===== src/rtl/snake_pkg.sv =====
// ---------------------------------------------------------------------------
// snake_pkg
// Shared definitions for the snake playfield logic.
//   - GRID_W_DEF / GRID_H_DEF : default playfield size in cells
//   - MAX_RETRY_DEF           : default random-candidate budget of food_placer
//   - xcoord_t / ycoord_t     : cell coordinate types (8 b / 7 b)
//   - fp_state_t              : food_placer FSM state encoding
//   - cell_in_range()         : legal-cell check (x in 1..W-1, y in 1..H-1)
// Optional feature macro: FOOD_FALLBACK_SCAN_EN adds the ST_SCAN state.
// ---------------------------------------------------------------------------
package snake_pkg;

    localparam int GRID_W_DEF    = 160;
    localparam int GRID_H_DEF    = 120;
    localparam int MAX_RETRY_DEF = 16;

    typedef logic [7:0] xcoord_t;
    typedef logic [6:0] ycoord_t;

    typedef enum logic [2:0] {
        ST_IDLE,
        ST_SAMPLE,
        ST_QUERY,
        ST_WAIT,
        ST_COMMIT
`ifdef FOOD_FALLBACK_SCAN_EN
        ,
        ST_SCAN
`endif
    } fp_state_t;

    // Row/column 0 is the border, so a legal cell is strictly inside.
    // Both axes are compared as 8-bit unsigned values.
    function automatic logic cell_in_range(xcoord_t x, ycoord_t y,
                                           int grid_w, int grid_h);
        logic [7:0] y8;
        y8 = {1'b0, y};
        return (x != 8'd0) && (x < 8'(grid_w)) &&
               (y8 != 8'd0) && (y8 < 8'(grid_h));
    endfunction

endpackage


===== src/rtl/food_placer_if.sv =====
// ---------------------------------------------------------------------------
// food_placer_if
// Occupancy-lookup handshake between food_placer (master) and the snake-body
// occupancy logic (slave).
//   occ_req        master->slave  single-cycle query strobe
//   occ_x / occ_y  master->slave  queried cell, valid with occ_req
//   occ_resp_valid slave->master  response strobe, >=1 cycle after occ_req
//   occ_hit        slave->master  1 = cell occupied, valid with occ_resp_valid
// ---------------------------------------------------------------------------
interface food_placer_if;

    logic              occ_req;
    snake_pkg::xcoord_t occ_x;
    snake_pkg::ycoord_t occ_y;
    logic              occ_resp_valid;
    logic              occ_hit;

    modport master (
        output occ_req,
        output occ_x,
        output occ_y,
        input  occ_resp_valid,
        input  occ_hit
    );

    modport slave (
        input  occ_req,
        input  occ_x,
        input  occ_y,
        output occ_resp_valid,
        output occ_hit
    );

endinterface


===== src/rtl/food_scan_step.sv =====
// ---------------------------------------------------------------------------
// food_scan_step
// Combinational next-cell generator for the raster fallback scan.
//   i_x, i_y   : current cell
//   i_restart  : current cell was not a legal cell -> restart at (1,1)
//   o_x, o_y   : next cell in raster order over the legal area, wrapping
//                x back to 1 with y+1, and y back to 1 past the last row
// ---------------------------------------------------------------------------
module food_scan_step
    import snake_pkg::*;
#(
    parameter int GRID_W = GRID_W_DEF,
    parameter int GRID_H = GRID_H_DEF
) (
    input  xcoord_t i_x,
    input  ycoord_t i_y,
    input  logic    i_restart,
    output xcoord_t o_x,
    output ycoord_t o_y
);

    // One extra bit so x = 255 / y = 127 cannot wrap before the compare.
    logic [8:0] w_x_inc;
    logic [7:0] w_y_inc;

    assign w_x_inc = {1'b0, i_x} + 9'd1;
    assign w_y_inc = {1'b0, i_y} + 8'd1;

    always_comb begin
        o_x = w_x_inc[7:0];
        o_y = i_y;
        if (i_restart) begin
            o_x = 8'd1;
            o_y = 7'd1;
        end else if (w_x_inc >= 9'(GRID_W)) begin
            o_x = 8'd1;
            o_y = (w_y_inc >= 8'(GRID_H)) ? 7'd1 : w_y_inc[6:0];
        end
    end

endmodule


===== src/rtl/food_placer.sv =====
// ---------------------------------------------------------------------------
// food_placer
// Places a new food item on the snake playfield. On a request it samples the
// free-running RNG, range-checks the candidate, asks the occupancy logic
// whether the cell is free and resamples until a free cell is found or the
// retry budget is spent.
//
// Ports
//   clk, rst_n      : clock, synchronous active-low reset
//   i_place_req     : single-cycle placement request (ignored while busy)
//   i_rng_pos_x/y   : RNG candidate cell
//   occ             : occupancy query handshake (food_placer_if.master)
//   o_food_x/y      : current food cell
//   o_food_valid    : food cell is valid
//   o_busy          : placement in progress
//   o_place_fail    : single-cycle pulse, no free cell found
//
// Optional feature macro: FOOD_FALLBACK_SCAN_EN
//   defined   : on retry exhaustion, raster-scan the playfield from the last
//               candidate and commit the first free cell; fail only after
//               every legal cell has been queried
//   undefined : retry exhaustion pulses o_place_fail directly
// ---------------------------------------------------------------------------
module food_placer
    import snake_pkg::*;
#(
    parameter int GRID_W    = GRID_W_DEF,
    parameter int GRID_H    = GRID_H_DEF,
    parameter int MAX_RETRY = MAX_RETRY_DEF
) (
    input  logic          clk,
    input  logic          rst_n,
    input  logic          i_place_req,
    input  xcoord_t       i_rng_pos_x,
    input  ycoord_t       i_rng_pos_y,
    food_placer_if.master occ,
    output xcoord_t       o_food_x,
    output ycoord_t       o_food_y,
    output logic          o_food_valid,
    output logic          o_busy,
    output logic          o_place_fail
);

    localparam int                 RETRY_W   = $clog2(MAX_RETRY + 1);
    localparam logic [RETRY_W-1:0] RETRY_MAX = RETRY_W'(MAX_RETRY);

    fp_state_t          r_state;
    fp_state_t          w_state_next;

    xcoord_t            r_cand_x;
    ycoord_t            r_cand_y;
    logic [RETRY_W-1:0] r_retry;
    logic [RETRY_W-1:0] w_retry_inc;
    xcoord_t            r_food_x;
    ycoord_t            r_food_y;
    logic               r_food_valid;
    logic               r_busy;
    logic               r_place_fail;

    logic               w_rng_ok;
    logic               w_retry_last;
    logic               w_resp_free;
    logic               w_resp_hit;
    logic               w_fail;
    logic               w_occ_req;

    xcoord_t            w_step_x;
    ycoord_t            w_step_y;
    logic               w_step_restart;

    assign w_rng_ok     = cell_in_range(i_rng_pos_x, i_rng_pos_y, GRID_W, GRID_H);
    // Saturating increment: the counter parks at MAX_RETRY and never wraps.
    assign w_retry_inc  = (r_retry == RETRY_MAX) ? r_retry : r_retry + RETRY_W'(1);
    // This reject is the one that spends the last retry.
    assign w_retry_last = (w_retry_inc == RETRY_MAX);
    assign w_resp_free  = occ.occ_resp_valid && !occ.occ_hit;
    assign w_resp_hit   = occ.occ_resp_valid &&  occ.occ_hit;

`ifdef FOOD_FALLBACK_SCAN_EN
    localparam int SCAN_LIMIT = (GRID_W - 1) * (GRID_H - 1);
    localparam int SCAN_W     = $clog2(SCAN_LIMIT + 1);

    logic              r_scanning;
    logic              r_cand_oor;
    logic [SCAN_W-1:0] r_scan_cnt;
    logic              w_scan_done;

    // r_scan_cnt counts cells already issued by the scan; once every legal
    // cell has been tried and the last one is also occupied, give up.
    assign w_scan_done    = (r_scan_cnt == SCAN_W'(SCAN_LIMIT));
    assign w_step_restart = r_cand_oor;
`else
    assign w_step_restart = 1'b0;
`endif

    food_scan_step #(
        .GRID_W (GRID_W),
        .GRID_H (GRID_H)
    ) u_scan_step (
        .i_x       (r_cand_x),
        .i_y       (r_cand_y),
        .i_restart (w_step_restart),
        .o_x       (w_step_x),
        .o_y       (w_step_y)
    );

`ifndef FOOD_FALLBACK_SCAN_EN
    // Without the scan the step result has no consumer.
    logic w_unused_scan;
    assign w_unused_scan = ^{w_step_x, w_step_y};
`endif

    // ---------------------------------------------------------------- state
    always_ff @(posedge clk) begin
        if (!rst_n) begin
            r_state <= ST_IDLE;
        end else begin
            r_state <= w_state_next;
        end
    end

    // ----------------------------------------------------------- next state
    always_comb begin
        w_state_next = r_state;
        w_fail       = 1'b0;
        case (r_state)
            ST_IDLE: begin
                if (i_place_req) begin
                    w_state_next = ST_SAMPLE;
                end
            end
            ST_SAMPLE: begin
                if (w_rng_ok) begin
                    w_state_next = ST_QUERY;
                end else if (w_retry_last) begin
`ifdef FOOD_FALLBACK_SCAN_EN
                    w_state_next = ST_SCAN;
`else
                    w_state_next = ST_IDLE;
                    w_fail       = 1'b1;
`endif
                end
            end
            ST_QUERY: begin
                w_state_next = ST_WAIT;
            end
            ST_WAIT: begin
                if (w_resp_free) begin
                    w_state_next = ST_COMMIT;
                end else if (w_resp_hit) begin
`ifdef FOOD_FALLBACK_SCAN_EN
                    if (r_scanning) begin
                        if (w_scan_done) begin
                            w_state_next = ST_IDLE;
                            w_fail       = 1'b1;
                        end else begin
                            w_state_next = ST_SCAN;
                        end
                    end else if (w_retry_last) begin
                        w_state_next = ST_SCAN;
                    end else begin
                        w_state_next = ST_SAMPLE;
                    end
`else
                    if (w_retry_last) begin
                        w_state_next = ST_IDLE;
                        w_fail       = 1'b1;
                    end else begin
                        w_state_next = ST_SAMPLE;
                    end
`endif
                end
            end
            ST_COMMIT: begin
                w_state_next = ST_IDLE;
            end
`ifdef FOOD_FALLBACK_SCAN_EN
            ST_SCAN: begin
                w_state_next = ST_QUERY;
            end
`endif
            default: begin
                w_state_next = ST_IDLE;
            end
        endcase
    end

    // --------------------------------------------------------------- outputs
    always_comb begin
        w_occ_req = 1'b0;
        if (r_state == ST_QUERY) begin
            w_occ_req = 1'b1;
        end
    end

    // -------------------------------------------------------------- datapath
    always_ff @(posedge clk) begin
        if (!rst_n) begin
            r_cand_x     <= '0;
            r_cand_y     <= '0;
            r_retry      <= '0;
            r_food_x     <= '0;
            r_food_y     <= '0;
            r_food_valid <= 1'b0;
            r_busy       <= 1'b0;
            r_place_fail <= 1'b0;
        end else begin
            r_place_fail <= w_fail;
            if (w_fail) begin
                r_busy <= 1'b0;
            end
            case (r_state)
                ST_IDLE: begin
                    if (i_place_req) begin
                        r_food_valid <= 1'b0;
                        r_busy       <= 1'b1;
                        r_retry      <= '0;
                    end
                end
                ST_SAMPLE: begin
                    // Captured even when out of range: the scan restarts
                    // from it (or from (1,1) if it was illegal).
                    r_cand_x <= i_rng_pos_x;
                    r_cand_y <= i_rng_pos_y;
                    if (!w_rng_ok) begin
                        r_retry <= w_retry_inc;
                    end
                end
                ST_WAIT: begin
                    if (w_resp_hit) begin
                        r_retry <= w_retry_inc;
                    end
                end
                ST_COMMIT: begin
                    r_food_x     <= r_cand_x;
                    r_food_y     <= r_cand_y;
                    r_food_valid <= 1'b1;
                    r_busy       <= 1'b0;
                end
`ifdef FOOD_FALLBACK_SCAN_EN
                ST_SCAN: begin
                    r_cand_x <= w_step_x;
                    r_cand_y <= w_step_y;
                end
`endif
                default: begin
                end
            endcase
        end
    end

`ifdef FOOD_FALLBACK_SCAN_EN
    always_ff @(posedge clk) begin
        if (!rst_n) begin
            r_scanning <= 1'b0;
            r_cand_oor <= 1'b0;
            r_scan_cnt <= '0;
        end else begin
            case (r_state)
                ST_IDLE: begin
                    if (i_place_req) begin
                        r_scanning <= 1'b0;
                        r_scan_cnt <= '0;
                    end
                end
                ST_SAMPLE: begin
                    r_cand_oor <= !w_rng_ok;
                end
                ST_SCAN: begin
                    r_scanning <= 1'b1;
                    r_cand_oor <= 1'b0;
                    r_scan_cnt <= r_scan_cnt + SCAN_W'(1);
                end
                default: begin
                end
            endcase
        end
    end
`endif

    assign occ.occ_req   = w_occ_req;
    assign occ.occ_x     = r_cand_x;
    assign occ.occ_y     = r_cand_y;
    assign o_food_x      = r_food_x;
    assign o_food_y      = r_food_y;
    assign o_food_valid  = r_food_valid;
    assign o_busy        = r_busy;
    assign o_place_fail  = r_place_fail;

endmodule

===== src/flat_wrapper.sv =====
// flat-port wrapper written by rule: the top's interface ports become plain ports
module food_placer_flat import snake_pkg::*;
#(
    parameter int GRID_W    = GRID_W_DEF,
    parameter int GRID_H    = GRID_H_DEF,
    parameter int MAX_RETRY = MAX_RETRY_DEF
)
  (clk, rst_n, i_place_req, i_rng_pos_x, i_rng_pos_y, o_food_x, o_food_y, o_food_valid, o_busy, o_place_fail, occ_occ_req, occ_occ_x, occ_occ_y, occ_occ_resp_valid, occ_occ_hit);
  food_placer_if occ_i ();
  input  logic clk;
  input  logic rst_n;
  input  logic i_place_req;
  input  xcoord_t i_rng_pos_x;
  input  ycoord_t i_rng_pos_y;
  output xcoord_t o_food_x;
  output ycoord_t o_food_y;
  output logic o_food_valid;
  output logic o_busy;
  output logic o_place_fail;
  output wire logic [$bits(occ_i.occ_req)-1:0] occ_occ_req;
  output wire logic [$bits(occ_i.occ_x)-1:0] occ_occ_x;
  output wire logic [$bits(occ_i.occ_y)-1:0] occ_occ_y;
  input wire logic [$bits(occ_i.occ_resp_valid)-1:0] occ_occ_resp_valid;
  input wire logic [$bits(occ_i.occ_hit)-1:0] occ_occ_hit;
  assign occ_occ_req = occ_i.occ_req;
  assign occ_occ_x = occ_i.occ_x;
  assign occ_occ_y = occ_i.occ_y;
  assign occ_i.occ_resp_valid = occ_occ_resp_valid;
  assign occ_i.occ_hit = occ_occ_hit;
  food_placer #(.GRID_W(GRID_W), .GRID_H(GRID_H), .MAX_RETRY(MAX_RETRY)) u_core (.clk(clk), .rst_n(rst_n), .i_place_req(i_place_req), .i_rng_pos_x(i_rng_pos_x), .i_rng_pos_y(i_rng_pos_y), .occ(occ_i), .o_food_x(o_food_x), .o_food_y(o_food_y), .o_food_valid(o_food_valid), .o_busy(o_busy), .o_place_fail(o_place_fail));
endmodule

===== config.mk =====
export PLATFORM = sky130hd
export DESIGN_NAME = food_placer_flat
export DESIGN_NICKNAME = d
export VERILOG_FILES = /design/src/rtl/snake_pkg.sv /design/src/rtl/food_placer_if.sv /design/src/rtl/food_scan_step.sv /design/src/rtl/food_placer.sv /design/src/flat_wrapper.sv
export SDC_FILE = /design/constraint.sdc
export NUM_CORES = 1
export LEC_CHECK = 0
export CAP_MARGIN = 30
export CORE_MARGIN = 2
export CORE_UTILIZATION = 35
export CTS_CLUSTER_DIAMETER = 150
export DETAILED_ROUTE_END_ITERATION = 8
export GPL_ROUTABILITY_DRIVEN = 0
export PLACE_DENSITY = 0.64
export SLEW_MARGIN = 20
export SYNTH_ARGS = -nofsm -noshare
export SYNTH_HDL_FRONTEND = slang
export SYNTH_SLANG_ARGS = --single-unit
export TNS_END_PERCENT = 100

===== constraint.sdc =====
create_clock -name clk -period 2.32 [get_ports clk]
set_input_delay 0.232 -clock clk [delete_from_list [all_inputs] [get_ports clk]]
set_output_delay 0.232 -clock clk [all_outputs]
set_load 0.01 [all_outputs]

Yosys cells after proc, flatten, opt, wreduce, memory -nomap -nowiden:

Cells that the tools add are included.

* flip-flop bits (word level): 41
* bits of input ports: 20
* logic and storage cells: 60

* add/subtract/negate cells: 1
* order comparisons: 2
* equality and inequality tests: 11
* multiplexer cells: 23
* reduce and logical (&&, ||, !) cells: 14

Operator list (number)
* 2-to-1 mux 5 bit: 4
* 2-to-1 mux 3 bit: 5
* case mux 5 bit (3 select lines): 1
* case mux 3 bit (4 select lines): 1
* equality test 5 bit, second input constant: 2
* 2-to-1 mux 1 bit: 9
* < comparator 8 bit, second input constant: 1
* nonzero test 8 bit: 1
* < comparator 7 bit, second input constant: 1
* nonzero test 7 bit: 1
* equality test 3 x 2 -> 1 bit, second input constant: 2
* inequality test 3 x 1 -> 1 bit, second input constant: 2
* case mux 1 bit (2 select lines): 3
* adder 5 x 1 -> 5 bit, second input constant: 1
* logical AND 1 bit: 5
* inequality test 2 bit, second input constant: 2
* AND reduction 4 bit: 1
* equality test 3 x 1 -> 1 bit, second input constant: 1
* equality test 3 bit, second input constant: 1
* zero test 3 bit: 1
* AND reduction 3 bit: 1
* nonzero test 3 bit: 1
* inequality test 2 x 1 -> 1 bit, second input constant: 1
* AND reduction 2 bit: 1
* 2 further kinds: 2

Logic depth before layout (Yosys ltp):

* depth after elaboration: 10
* mapped depth: 7
* depth with buffers taken out: 7

Worst setup path after synthesis:

Ideal clock, no wire load.

* kind: register to register
* start: reg u_core.r_retry[0]
* end: reg u_core.r_state[0]
* library setup time: 0.127 ns
* arrival time: 1.848 ns
* setup slack: 0.345 ns
* cell stages (with the launch flop): 8
* path buffers: 0
* clock period less this slack: 1.975 ns
* path through: dfxtp_1 -> inv_1 -> ha_1 -> and4bb_2 -> xnor2_1 -> a2111oi_4 -> a221oi_1 -> or3_1

* longest elaborated chain between the ends: 7

Ends and longest elaborated chain
* start, declared: line food_placer.sv:52 `logic [RETRY_W-1:0] r_retry;`
* start signal, assigned: line food_placer.sv:226 `r_retry <= w_retry_inc;`
* start signal, assigned: line food_placer.sv:231 `r_retry <= w_retry_inc;`
* adder 5 x 1 -> 5 bit or equality test 5 bit (tied branches): line food_placer.sv:73 `assign w_retry_inc = (r_retry == RETRY_MAX) ? r_retry : r_retry + RETRY_W'(1);`
* 2-to-1 mux 5 bit *: line food_placer.sv:73
* equality test 5 bit *: line food_placer.sv:75 `assign w_retry_last = (w_retry_inc == RETRY_MAX);`
* 2-to-1 mux 1 bit: line food_placer.sv:165 `if (w_retry_last) begin`
* 2-to-1 mux 3 bit: line food_placer.sv:150 `end else if (w_resp_hit) begin`
* 2-to-1 mux 3 bit: line food_placer.sv:148 `if (w_resp_free) begin`
* case mux 3 bit (4 select lines): line food_placer.sv:126 `case (r_state)`
* end signal, assigned: line food_placer.sv:118 `r_state <= w_state_next;`
* end, declared: line food_placer.sv:47 `fp_state_t r_state;`

Every way passes the cells marked *; elsewhere a longest branch is shown, timed or not. The select of a mux whose other input is x is not followed.
A chain may end at the register's enable or synchronous reset.

Final worst setup path:

Same ends and word-level chain as after synthesis.

==> reports/results.txt <==
status: finished, final reports clean
starting density of the core: 0.365
synthesis-stage register bit count: 41
FF-to-FF Start: u_core.r_retry[0]
part of the Yosys area used for sequential elements: 0.473
Synth top area share: 0.473
Post-route DRC: 0
Longest Clk Path Bufs: 2
cts bufs inserted: 5
Final Cell Area: 2450 µm²
CTS Hold Bufs: 0
Combinational Power Share: 0.192
Worst Max-Slew Pin Slew: 0.681 ns
top cell type by total area after synthesis: dfxtp_1
total setup buffers inserted after CTS: 0
register area: 821 µm²
port bufs: 53
crit path to: u_core.r_state[0]
Top delay family on crit path: simple AND/OR/NAND/NOR gates
Clock Root Buffer: clkbuf_8
Mapped Cells: 221
clock share of power: 0.349
Die Height: 74.4 µm
vias per inst: 4.93
antenna violations before repair: 0
Async S/R FF share, synth: 0
total grt overflow: 0
Worst Path Max Fanout: 7
Leak: 0.825 nW
Placed Cells: 334
clock-pin slew on the worst setup and hold paths: 0.08 ns
capture point of the worst reg-to-reg path: u_core.r_state[0]
pre-CTS worst setup slack: 0.197 ns
WL/cell: 13.4 µm
Mapped Avg Cell Area: 7.85 µm²
PwrDens: 701 nW/µm²
I/O pin cnt: 54
total vias in the final route: 1,687
Core Rows: 25
first-pass GRT wire length: 7.45 mm
Worst-Skew Late Latency: 0.29 ns
Ys Warns: 0
Area contributors post-synth: dfxtp_1 (47%), nand2_1 (15%), a21oi_1 (9.5%)
relative slew slack: 0.546
vias in the first global route: 1,492
Tot GR Track Use: 0.177
layout cells sized above 1: 0.0582
Post-CTS Resized: 0
P_sw: 0.474 mW
Iter 0 DRT Violations: 111
Crit-path slowest cell: dfxtp_1
crit path DAT: 2.32 ns
htree depth: 2
Max-Cap Viols: 0
Crit. End Element: register
final setup TNS: 0 ns
fill count: 489
drt pass-1 iters: 4
chain of cells forming the critical path: inv_1, ha_1, and4bb_2, xnor2_1, a2111oi_4, a221oi_1, or3_1
beginning of the critical path: u_core.r_retry[0]
Synth cell types: 36
final worst slack: 0.167 ns
Internal Power: 1.25 mW
Worst Hold Class: reg -> reg
Clock Skews: 0.00757 ns
DRT antenna net count: 0
buffer and inverter count on the worst path: 1
dpl cell area: 2330 µm²
Core ar.: 4750 µm²
commonest non-fill, non-tap cell in the layout: nand2_1
ant diodes: 0
CTS tree: done
Switching Share: 0.276
R2R depth: 7
clock sinks: 41
number of flops mapped to enable cells by yosys: 0
Worst VDD drop: 0.345 mV
Setup Viol. Count Final: 0
Req. time, crit path: 2.49 ns
largest net degree at the start of global routing: 24
area added between synthesis and finish: 41.6%
post-synthesis instance area: 1730 µm²
number of cells on the critical path: 7
CP Class: reg -> reg
most frequent cells in the layout: nand2_1 (71), clkdlybuf4s50_1 (53), dfxtp_1 (41), a21oi_1 (33)
worst reg-to-reg setup slack: 0.17 ns
final hold violation count: 0
Largest stage delay, worst path: 0.45 ns
drt total wl: 4.58 mm
post-DP HPWL: 3.26 mm
RSZ-0062 raised after global routing: false
Finished Layout Cells: 342
Max Fclk: 0.464 GHz
total count of max-transition violations in the final report: 0
Final Cycle Share: 0.928
die width: 74.4 µm
Final min period: 2.15 ns
Startpoint Class: register
Die ar.: 5530 µm²
multi-input logic area: 843 µm²
sequential power share: 0.459
Post-Syn Nets: 243
ys flop type: dfxtp_1
fin nets: 296
worst min path at each step:
stage | from | end | cells after the start
5_1_grt | u_core.o_food_y[2] | u_core.o_food_y[2] | 2
3_5_place_dp | u_core.o_food_y[3] | u_core.o_food_y[3] | 2
6_report | u_core.o_food_y[3] | u_core.o_food_y[3] | 2
2_1_floorplan | occ_occ_hit | u_core.r_state[2] | 1
4_1_cts | u_core.o_food_y[3] | u_core.o_food_y[3] | 2
3_3_place_gp | u_core.o_food_x[2] | u_core.o_food_x[2] | 2
flip-flops by register name (all words and copies together), names as in the netlist:
register,flops
u_core.r_retry,5
u_core.occ.occ_x,8
u_core.o_food_valid,1
u_core.r_state,3
u_core.o_food_y,7
u_core.o_place_fail,1
u_core.occ.occ_y,7
u_core.o_busy,1
u_core.o_food_x,8
synth_stat cells, drive strengths merged (2+ instances only):
cell type	count
inv	6
and3	2
nor4b	2
nand3	5
nor3	4
ha	2
dfxtp	41
a21boi	2
nor2	6
nand2	71
a21oi	33
o31ai	2
xnor2	2
clkbuf	9
nor4	6
o21ai	6
buf	2
nand2b	4
routing by layer:
layer | global-route usage | share of wire
met3 | 0.0271 | 0.055
met2 | 0.269 | 0.45
met4 | 0.0774 | 0.017
met1 | 0.249 | 0.48
met5 | 0 | 0
through the flow:
step                utilization  power [mW]  hold slack (ns)
CTS                       0.516        1.73            0.457
finish                    0.516        1.72            0.453
global placement          0.491        1.13            0.440
global route              0.516        1.79            0.478
detailed placement        0.491        1.13            0.445
floorplan                     -       0.971            0.309
area by class of cell:
| class | instances | area share |
|---|---|---|
| clock buffers | 6 | 0.0336 |
| clock inverters | 2 | 0.0153 |
| inverters | 7 | 0.0107 |
| multi-input cells | 162 | 0.344 |
| flip-flops and latches | 41 | 0.334 |
| well taps | 67 | 0.0341 |
| repair buffers | 57 | 0.228 |
power groups by stage:
stage	sequential [mW]	combinational, mW	clock (mW)
2_1_floorplan	0.800	0.172	0
3_3_place_gp	0.805	0.326	0
3_5_place_dp	0.804	0.328	0
4_1_cts	0.788	0.330	0.616
5_1_grt	0.796	0.363	0.636
6_report	0.789	0.330	0.601
logic make-up (layout without fill, tap and decap cells):
| logic type | after synthesis | in the layout | synth area share |
|---|---|---|---|
| xor gates and xnor gates | 3 | 3 | 0.0152 |
| and+or+nand+nor | 105 | 105 | 0.268 |
| DFF | 41 | 41 | 0.473 |
| buffers and inverters | 18 | 72 | 0.0404 |
| AOI/OAI and AO/OA | 52 | 52 | 0.189 |
| adders and majority gates | 2 | 2 | 0.0144 |
worst reg2reg max path, delay by kind of cell (launching register included):
kind | cells | cell delay, ns
compound gates | 2 | 0.56
xor+xnor | 1 | 0.16
fa+ha+maj | 1 | 0.21
buf+inv | 1 | 0.08
flops | 1 | 0.45
simple gates | 2 | 0.58
No activity file was read; power rests on OpenSTA's default activity.
